## src/rtl/timer_scheduler_pkg.sv

```systemverilog
// timer_sched_pkg: state encoding and default sizing shared by timer_scheduler and its prescaler.
package timer_sched_pkg;
  typedef enum logic [1:0] {
    ST_IDLE = 2'd0,
    ST_RUN  = 2'd1,
    ST_DONE = 2'd2
  } state_e;
  localparam int DEF_DIV_CYCLES = 1000;
  localparam int DEF_CNT_W      = 10;
endpackage

```

## src/rtl/timer_scheduler_tick_prescaler.sv

```systemverilog
// tick_prescaler: counts 0..DIV_CYCLES-1 while enabled and emits a one-cycle tick on the wrap cycle.
module tick_prescaler
  import timer_sched_pkg::*;
#(
  parameter int DIV_CYCLES = DEF_DIV_CYCLES
) (
  input  logic clock_i,
  input  logic rst_n_i,
  input  logic clear_i,
  input  logic enable_i,
  output logic tick_o
);
  localparam int W = $clog2(DIV_CYCLES);
  localparam logic [W-1:0] LAST = W'(DIV_CYCLES - 1);
  logic [W-1:0] cnt_q, cnt_d;
  assign tick_o = enable_i && cnt_q == LAST;
  assign cnt_d  = clear_i ? '0 : !enable_i ? cnt_q : tick_o ? '0 : cnt_q + 1'b1;
  always_ff @(posedge clock_i or negedge rst_n_i)
    if (!rst_n_i) cnt_q <= '0;
    else          cnt_q <= cnt_d;
endmodule

```

## src/rtl/timer_scheduler.sv

```systemverilog
// timer_scheduler: one prescaler+countdown timer time-shared round-robin between NUM_REQ requesters.
// Optional freeze input pause_i is built only when TIMER_SCHED_PAUSE_EN is defined.
module timer_scheduler
  import timer_sched_pkg::*;
#(
  parameter int DIV_CYCLES = DEF_DIV_CYCLES,
  parameter int NUM_REQ    = 2,
  parameter int CNT_W      = DEF_CNT_W
) (
  input  logic                     clock_i,
  input  logic                     rst_n_i,
  input  logic [NUM_REQ-1:0]       req_i,
  input  logic [NUM_REQ*CNT_W-1:0] dur_i,
`ifdef TIMER_SCHED_PAUSE_EN
  input  logic                     pause_i,
`endif
  output logic [NUM_REQ-1:0]       grant_o,
  output logic [NUM_REQ-1:0]       done_o,
  output logic                     busy_o,
  output logic                     tick_o
);
  localparam int IW = $clog2(NUM_REQ);
  state_e             state_q, state_d;
  logic [NUM_REQ-1:0] grant_q, grant_d;
  logic [IW-1:0]      owner_q, owner_d, ptr_q, ptr_d, ptr_nxt;
  logic [CNT_W-1:0]   cnt_q, cnt_d;
  logic               frozen, pre_clear, pre_en, pre_tick, found;
  int                 idx;
`ifdef TIMER_SCHED_PAUSE_EN
  assign frozen = pause_i;
`else
  assign frozen = 1'b0;
`endif
  assign ptr_nxt = IW'((int'(owner_q) + 1) % NUM_REQ);
  assign grant_o = grant_q;
  assign done_o  = state_q == ST_DONE ? grant_q : '0;
  assign busy_o  = state_q != ST_IDLE;
  assign tick_o  = pre_tick;
  tick_prescaler #(.DIV_CYCLES(DIV_CYCLES)) u_pre (
    .clock_i (clock_i),
    .rst_n_i (rst_n_i),
    .clear_i (pre_clear),
    .enable_i(pre_en),
    .tick_o  (pre_tick)
  );
  always_comb begin
    state_d   = state_q;
    grant_d   = grant_q;
    owner_d   = owner_q;
    ptr_d     = ptr_q;
    cnt_d     = cnt_q;
    pre_clear = 1'b1;
    pre_en    = 1'b0;
    found     = 1'b0;
    idx       = 0;
    case (state_q)
      ST_IDLE: begin
        for (int j = 0; j < NUM_REQ; j++) begin
          idx = (int'(ptr_q) + j) % NUM_REQ;
          if (!found && req_i[idx]) begin
            found   = 1'b1;
            owner_d = IW'(idx);
            grant_d = NUM_REQ'(1) << idx;
            cnt_d   = dur_i[idx*CNT_W +: CNT_W];
            state_d = dur_i[idx*CNT_W +: CNT_W] == '0 ? ST_DONE : ST_RUN;
          end
        end
      end
      ST_RUN: begin
        pre_clear = 1'b0;
        pre_en    = !frozen;
        // abort outranks a final tick landing in the same cycle
        if (!req_i[owner_q]) begin
          state_d = ST_IDLE;
          grant_d = '0;
          ptr_d   = ptr_nxt;
        end else if (pre_tick) begin
          cnt_d   = cnt_q - 1'b1;
          state_d = cnt_q == CNT_W'(1) ? ST_DONE : ST_RUN;
        end
      end
      ST_DONE: begin
        state_d = ST_IDLE;
        grant_d = '0;
        ptr_d   = ptr_nxt;
      end
      default: state_d = ST_IDLE;
    endcase
  end
  always_ff @(posedge clock_i or negedge rst_n_i)
    if (!rst_n_i) begin
      state_q <= ST_IDLE;
      grant_q <= '0;
      owner_q <= '0;
      ptr_q   <= '0;
      cnt_q   <= '0;
    end else begin
      state_q <= state_d;
      grant_q <= grant_d;
      owner_q <= owner_d;
      ptr_q   <= ptr_d;
      cnt_q   <= cnt_d;
    end
endmodule

```

## config.mk

```make
export PLATFORM = sky130hd
export DESIGN_NAME = timer_scheduler
export DESIGN_NICKNAME = d
export VERILOG_FILES = /design/src/rtl/timer_scheduler_pkg.sv /design/src/rtl/timer_scheduler_tick_prescaler.sv /design/src/rtl/timer_scheduler.sv
export SDC_FILE = /design/constraint.sdc
export NUM_CORES = 1
export LEC_CHECK = 0
export ABC_AREA = 0
export CAP_MARGIN = 20
export CORE_MARGIN = 10
export CORE_UTILIZATION = 57
export DETAILED_ROUTE_END_ITERATION = 12
export PLACE_DENSITY = 0.93
export SLEW_MARGIN = 20
export SYNTH_ARGS = -nofsm -noshare
export SYNTH_HDL_FRONTEND = slang
export SYNTH_SLANG_ARGS = --single-unit
```

## constraint.sdc

```tcl
create_clock -name clock_i -period 6.35 [get_ports clock_i]
set_input_delay 1.905 -clock clock_i [delete_from_list [all_inputs] [get_ports clock_i]]
set_output_delay 1.905 -clock clock_i [all_outputs]
set_load 0.005 [all_outputs]
```

Word-level counts from Yosys, hierarchy flattened

Cells that the tools add are included.

Bits in registers: 26
Bits in latches: 0
Bits in writable memories: 0
Bits in read-only memories: 0
Input bits: 24
Output and inout port bits: 6
Word-level logic and storage cells: 81
Memories kept: 0

$add $sub $neg: 4
Multiply operators: 2
Div/mod/pow operators: 0
$lt $le $gt $ge: 3
Equality and inequality tests: 10
Shift operators: 4
Mux-type cells: 35
Bitwise operators: 1
Reduce and logical (&&, ||, !) cells: 16

Operators with widths:

| operator                                           | count |
|---|---|
| 2-to-1 mux 10 bit                                  | 7 |
| << shifter 1 x 32 -> 2 bit, first input constant   | 1 |
| 2-to-1 mux 2 bit                                   | 11 |
| logical NOT 10 bit                                 | 2 |
| case mux 10 bit (2 select lines)                   | 1 |
| indexed part select 20 x 6 -> 10 bit               | 1 |
| indexed part select 20 x 7 -> 10 bit               | 1 |
| 2-to-1 mux 1 bit                                   | 13 |
| adder 10 x 1 -> 10 bit, second input constant      | 1 |
| == test 10 x 1 -> 1 bit, second input constant     | 1 |
| == test 10 bit, second input constant              | 1 |
| subtractor 10 x 1 -> 10 bit, second input constant | 1 |
| nonzero test 2 bit                                 | 4 |
| multiplier 2 x 4 -> 6 bit, second input constant   | 1 |
| case mux 2 bit (3 select lines)                    | 1 |
| AND reduction 2 bit                                | 3 |
| < comparator 1 x 2 -> 1 bit, second input constant | 2 |
| multiplier 1 x 3 -> 4 bit, second input constant   | 1 |
| != test 2 x 1 -> 1 bit, second input constant      | 2 |
| != test 2 bit, second input constant               | 2 |
| case mux 2 bit (2 select lines)                    | 1 |
| AND reduction 4 bit                                | 1 |
| < comparator 2 x 3 -> 1 bit, second input constant | 1 |
| != test 3 x 2 -> 1 bit, second input constant      | 1 |
| other kinds (12)                                   | 14 |

Longest topological paths before layout

Depth after elaboration: 8
Depth in mapped cells: 8
Mapped depth without buffers: 7

Modules after synthesis

A second synthesis with hierarchy kept.

Cell total of the unflattened synthesis: 214
Area total of the unflattened synthesis: 1866.8 um^2

Modules (own cells, without submodules):

| module          | instances | cells an instance | area each (um^2) | seq. area each (um^2) |
|---|---|---|---|---|
| timer_scheduler | 1         | 156               | 1325.0           | 400.4 |
| tick_prescaler  | 1         | 58                | 541.8            | 250.2 |

Least setup slack after synthesis

No wires, ideal clock.

Path type: input-to-reg
Start: input port dur_i[10]
End: register state_q[1]
Library setup time: 0.116 ns
Data arrival time: 3.298 ns
Required time: 6.234 ns
Setup slack: 2.936 ns
Cell stages on the path: 5
Buffers on the path: 0
Cells stage by stage: or4_1 -> nor4_1 -> o2bb2ai_1 -> or3b_2 -> o311ai_0

Longest elaborated chain between the ends: 6
Elaborated cells between the ends (all ways): 9
Classes of those cells: shift (2); mux (5); reduce/logical (2)

Ends and longest elaborated chain:

| element                              | RTL line              | RTL |
|---|---|---|
| start, declared                      | timer_scheduler.sv:13 | `input logic [NUM_REQ*CNT_W-1:0] dur_i,` |
| indexed part select 20 x 6 -> 10 bit | timer_scheduler.sv:65 | `state_d = dur_i[idx*CNT_W +: CNT_W] == '0 ? ST_DONE : ST_RUN;` |
| logical NOT 10 bit                   | timer_scheduler.sv:65 |  |
| 2-to-1 mux 2 bit                     | timer_scheduler.sv:65 |  |
| 2-to-1 mux 2 bit                     | timer_scheduler.sv:60 | `if (!found && req_i[idx]) begin` |
| 2-to-1 mux 2 bit (*)                 | timer_scheduler.sv:60 |  |
| case mux 2 bit (2 select lines) (*)  | timer_scheduler.sv:56 | `case (state_q)` |
| end signal, assigned                 | timer_scheduler.sv:98 | `state_q <= state_d;` |
| end, declared                        | timer_scheduler.sv:23 | `state_e state_q, state_d;` |

Every way passes the cells marked *; elsewhere a longest branch is shown, timed or not. The select of a mux whose other input is x is not followed.
A chain may end at the register's enable or synchronous reset.

Final worst setup path

Start: register state_q[1]
End: output port tick_o

Longest elaborated chain between the ends: 3

Ends and longest elaborated chain:

| element                | RTL line                             | RTL |
|---|---|---|
| == test 2 x 1 -> 1 bit | timer_scheduler.sv:56                |  |
| 2-to-1 mux 1 bit       | timer_scheduler.sv:56                |  |
| logical AND 1 bit      | timer_scheduler_tick_prescaler.sv:16 | `assign tick_o = enable_i && cnt_q == LAST;` |
| end, declared          | timer_scheduler.sv:20                | `output logic tick_o` |

No other way between the ends.

==> flow_summary_export.csv <==
group,metric,value,unit
global_routing,grt_pass1_vias,1559,
timing,rsz0062_at_grt,"false",
floorplanning,die_w,74.94,um
yosys,syn_nets,223,
global_routing,antenna_found_initial,0,
run_status,status,"complete, no violations",
clocking,ctsRootBufferMaster,"clkbuf_4",
clocking,clk_path_buf_depth,2,
clocking,numCtsBuffers,3,
route,vias_per_cell,6.364,
placement,gp_congestion,0.8802,
floorplanning,row_count,19,
worst_setup_path,rr_startpoint,"state_q[1]",
worst_setup_path,critPathMaxFanout,26,
clocking,ctsHoldBuffers,0,
route,drtIter0Drc,126,
clocking,cts_resized,0,
route,finalWirelength,4219,um
worst_setup_path,critPathLaunch,"state_q[1]",
global_routing,grt_pass1_wl,7107,um
timing,fin_tns_setup,0,ps
placement,io_buffers,29,
route,routedWlPerCell,16.68,um
min_path,hold_start,"u_pre.cnt_q[0]",
floorplanning,die_area,5616,um^2
yosys,syn_inst,193,
clocking,path_clk_slew,150,ps
clocking,cts_tree,"yes",
yosys,seq_area_frac_synth,37.82,%
power_and_ir_drop,vdd_drop_max,0.2349,mV
timing,relSlewSlack,46.43,%
route,drc,0,
min_path,worst_hold_path_type,"flip-flop to flip-flop",
yosys,ys_warn_count,0,
clocking,cts_setup_buffers,0,
yosys,synth_edf_count,0,
yosys,syn_area_per_cell,8.914,um^2
cells_and_area,nets,253,
power_and_ir_drop,total_leakage_power,0.8620,nW
cells_and_area,drive_gt1_share,7.658,%
placement,pre_cts_ws,2396,ps
floorplanning,num_io_pins,30,
worst_setup_path,cp.arrival,2260,ps
floorplanning,core_area,2829,um^2
global_routing,grt_overflow,0,
timing,fmax,239.8,MHz
timing,worst_slack,2180,ps
worst_setup_path,critical_path_required,4450,ps
clocking,cts_num_sinks,26,
yosys,syn-cell-area,1720,um^2
route,drtPass1Iterations,5,
global_routing,grt_max_degree,27,
global_routing,track_usage,15.78,%
power_and_ir_drop,power.density,357.4,nW/um^2
route,ant_nets,0,
timing,clock_skew,5.837,ps
worst_setup_path,end_kind,"output pin",
timing,min_period_over_period,65.66,%
floorplanning,die_h,74.94,um
timing,fin_crit,4170,ps
timing,finalHoldViolations,0,
yosys,yosys.cell_types.count,49,
clocking,worstSkewPairLatency,340,ps
timing,drv_slew,0,
yosys,synth-seq-cells,26,
worst_setup_path,startpoint_type,"flip-flop",
floorplanning,start_util,60.81,%
timing,worstMarginPinSlew,803.6,ps
route,vias,1610,
timing,finalSetupViolCount,0,
yosys,synth_ff_type,"dfrtp_1",
yosys,async_reset_ff_share,100.0,%
clocking,htree_levels,1,
flow_run,drv_cap,0,
placement,dp_hpwl,3246,um
cells_and_area,syn2layout_area_growth,21.02,%
cells_and_area,n_antenna_cell,0,
cells_and_area,fill_cells,212,
worst_setup_path,crit_type,"flip-flop to output pin",
## Yosys cell counts, drive strengths merged, types with 2 or more instances
master | number | share of area [%]
dfrtp | 26 | 38
nor2 | 17 | 3.9
a21oi | 13 | 3.8
nand2 | 13 | 2.8
nor3 | 12 | 3.5
nand3 | 11 | 3.2
o21ai | 9 | 2.6
or3 | 8 | 3.2
inv | 7 | 1.5
mux2 | 7 | 4.6
ha | 6 | 4.4
and3 | 5 | 1.8
nor4 | 5 | 1.8
and2 | 4 | 1.5
mux2i | 4 | 2.3
a221o | 3 | 1.7
clkbuf | 3 | 0.65
nand2b | 3 | 1.1
xnor2 | 3 | 1.5
xor2 | 3 | 1.5
a32o | 2 | 1.2
buf | 2 | 0.95
nor2b | 2 | 0.73
o211ai | 2 | 0.87
o22ai | 2 | 0.73
or4 | 2 | 0.87
## cells by family (layout without fill, tap and decap cells)
group / after synthesis / after routing / synth area share, %
fa+ha+maj: 6 / 6 / 4.364
flops: 26 / 26 / 37.82
simple gates: 90 / 90 / 28.51
xor+xnor: 6 / 6 / 3.055
mux: 11 / 11 / 6.909
compound gates: 42 / 42 / 16.22
buf+inv: 12 / 41 / 3.127
## routing by layer
metal,vias up,global-route usage (%),wire length [um]
li1,773,-,-
met1,760,20.44,1864
met2,68,24.29,1939
met3,9,4.993,347
met4,0,5.252,67
met5,-,0,0
## cell usage in the layout, fill, tap and decap left out, types with 2 or more instances in the layout
cell type	count
nand3_1	11
a32o_1	2
mux2_2	7
or3_1	7
nor2b_1	2
clkbuf_4	3
o211ai_1	2
clkdlybuf4s50_1	29
or4_1	2
nor4_1	5
nor3_1	12
inv_1	7
and3_1	5
nand2b_1	3
a221o_1	3
and2_1	4
mux2i_1	4
xor2_1	3
nor2_1	16
xnor2_1	3
o22ai_1	2
dfrtp_1	26
nand2_1	13
o21ai_0	8
a21oi_1	13
ha_1	6
## path summary, 6_finish.rpt
path,slack [ps],cells after the start,endpoint
worst max-delay path,2180,4,tick_o
worst min-delay path,470,1,u_pre.cnt_q[0]
worst max register to register,3790,7,cnt_q[4]
worst min register to register,470,1,u_pre.cnt_q[0]
max in group asynchronous,4190,2,cnt_q[0]
min in group asynchronous,1920,2,cnt_q[6]
## where the power goes
part | switching (mW) | total [mW] | internal (mW) | leakage [nW]
registers | 0.0543 | 0.275 | 0.221 | 0.329
clock network | 0.0541 | 0.118 | 0.0639 | 0.0279
logic | 0.191 | 0.351 | 0.160 | 0.505
## critical path, cell delays in order, from the launching register on
cell,delay [ps]
dfrtp_1,430
inv_1,90
ha_1,680
and2_1,230
clkdlybuf4s50_1,500
## cell type report
| type | instances | area [um^2] | share of cell area [%] |
|---|---|---|---|
| Multi-Input combinational cell | 155 | 1016 | 48.80 |
| Clock inverter | 1 | 30.03 | 1.442 |
| Tap cell | 31 | 38.79 | 1.863 |
| Inverter | 7 | 26.28 | 1.262 |
| Sequential cell | 26 | 650.6 | 31.25 |
| Clock buffer | 3 | 22.52 | 1.082 |
| Timing Repair Buffer | 30 | 297.8 | 14.30 |
## flip-flops by register name, indices dropped and copies added (netlist names)
register	count
cnt_q	10
u_pre.cnt_q	10
grant_o	2
state_q	2
owner_q	1
ptr_q	1
## per-stage QoR
step / utilization (%) / hold WS (ps) / power, mW / cells / instance area [um^2]
floorplan: - / 425.1 / 0.5163 / 193 / 1720
global placement: 71.74 / 445.1 / 0.6096 / 249 / 2029
detailed placement: 71.74 / 451.1 / 0.6237 / 249 / 2029
CTS: 73.60 / 469.8 / 0.7387 / 253 / 2082
global route: 73.60 / 514.1 / 0.7981 / 253 / 2082
finish: 73.60 / 468.8 / 0.7441 / 253 / 2082
Power figures use the tool's default switching activity.
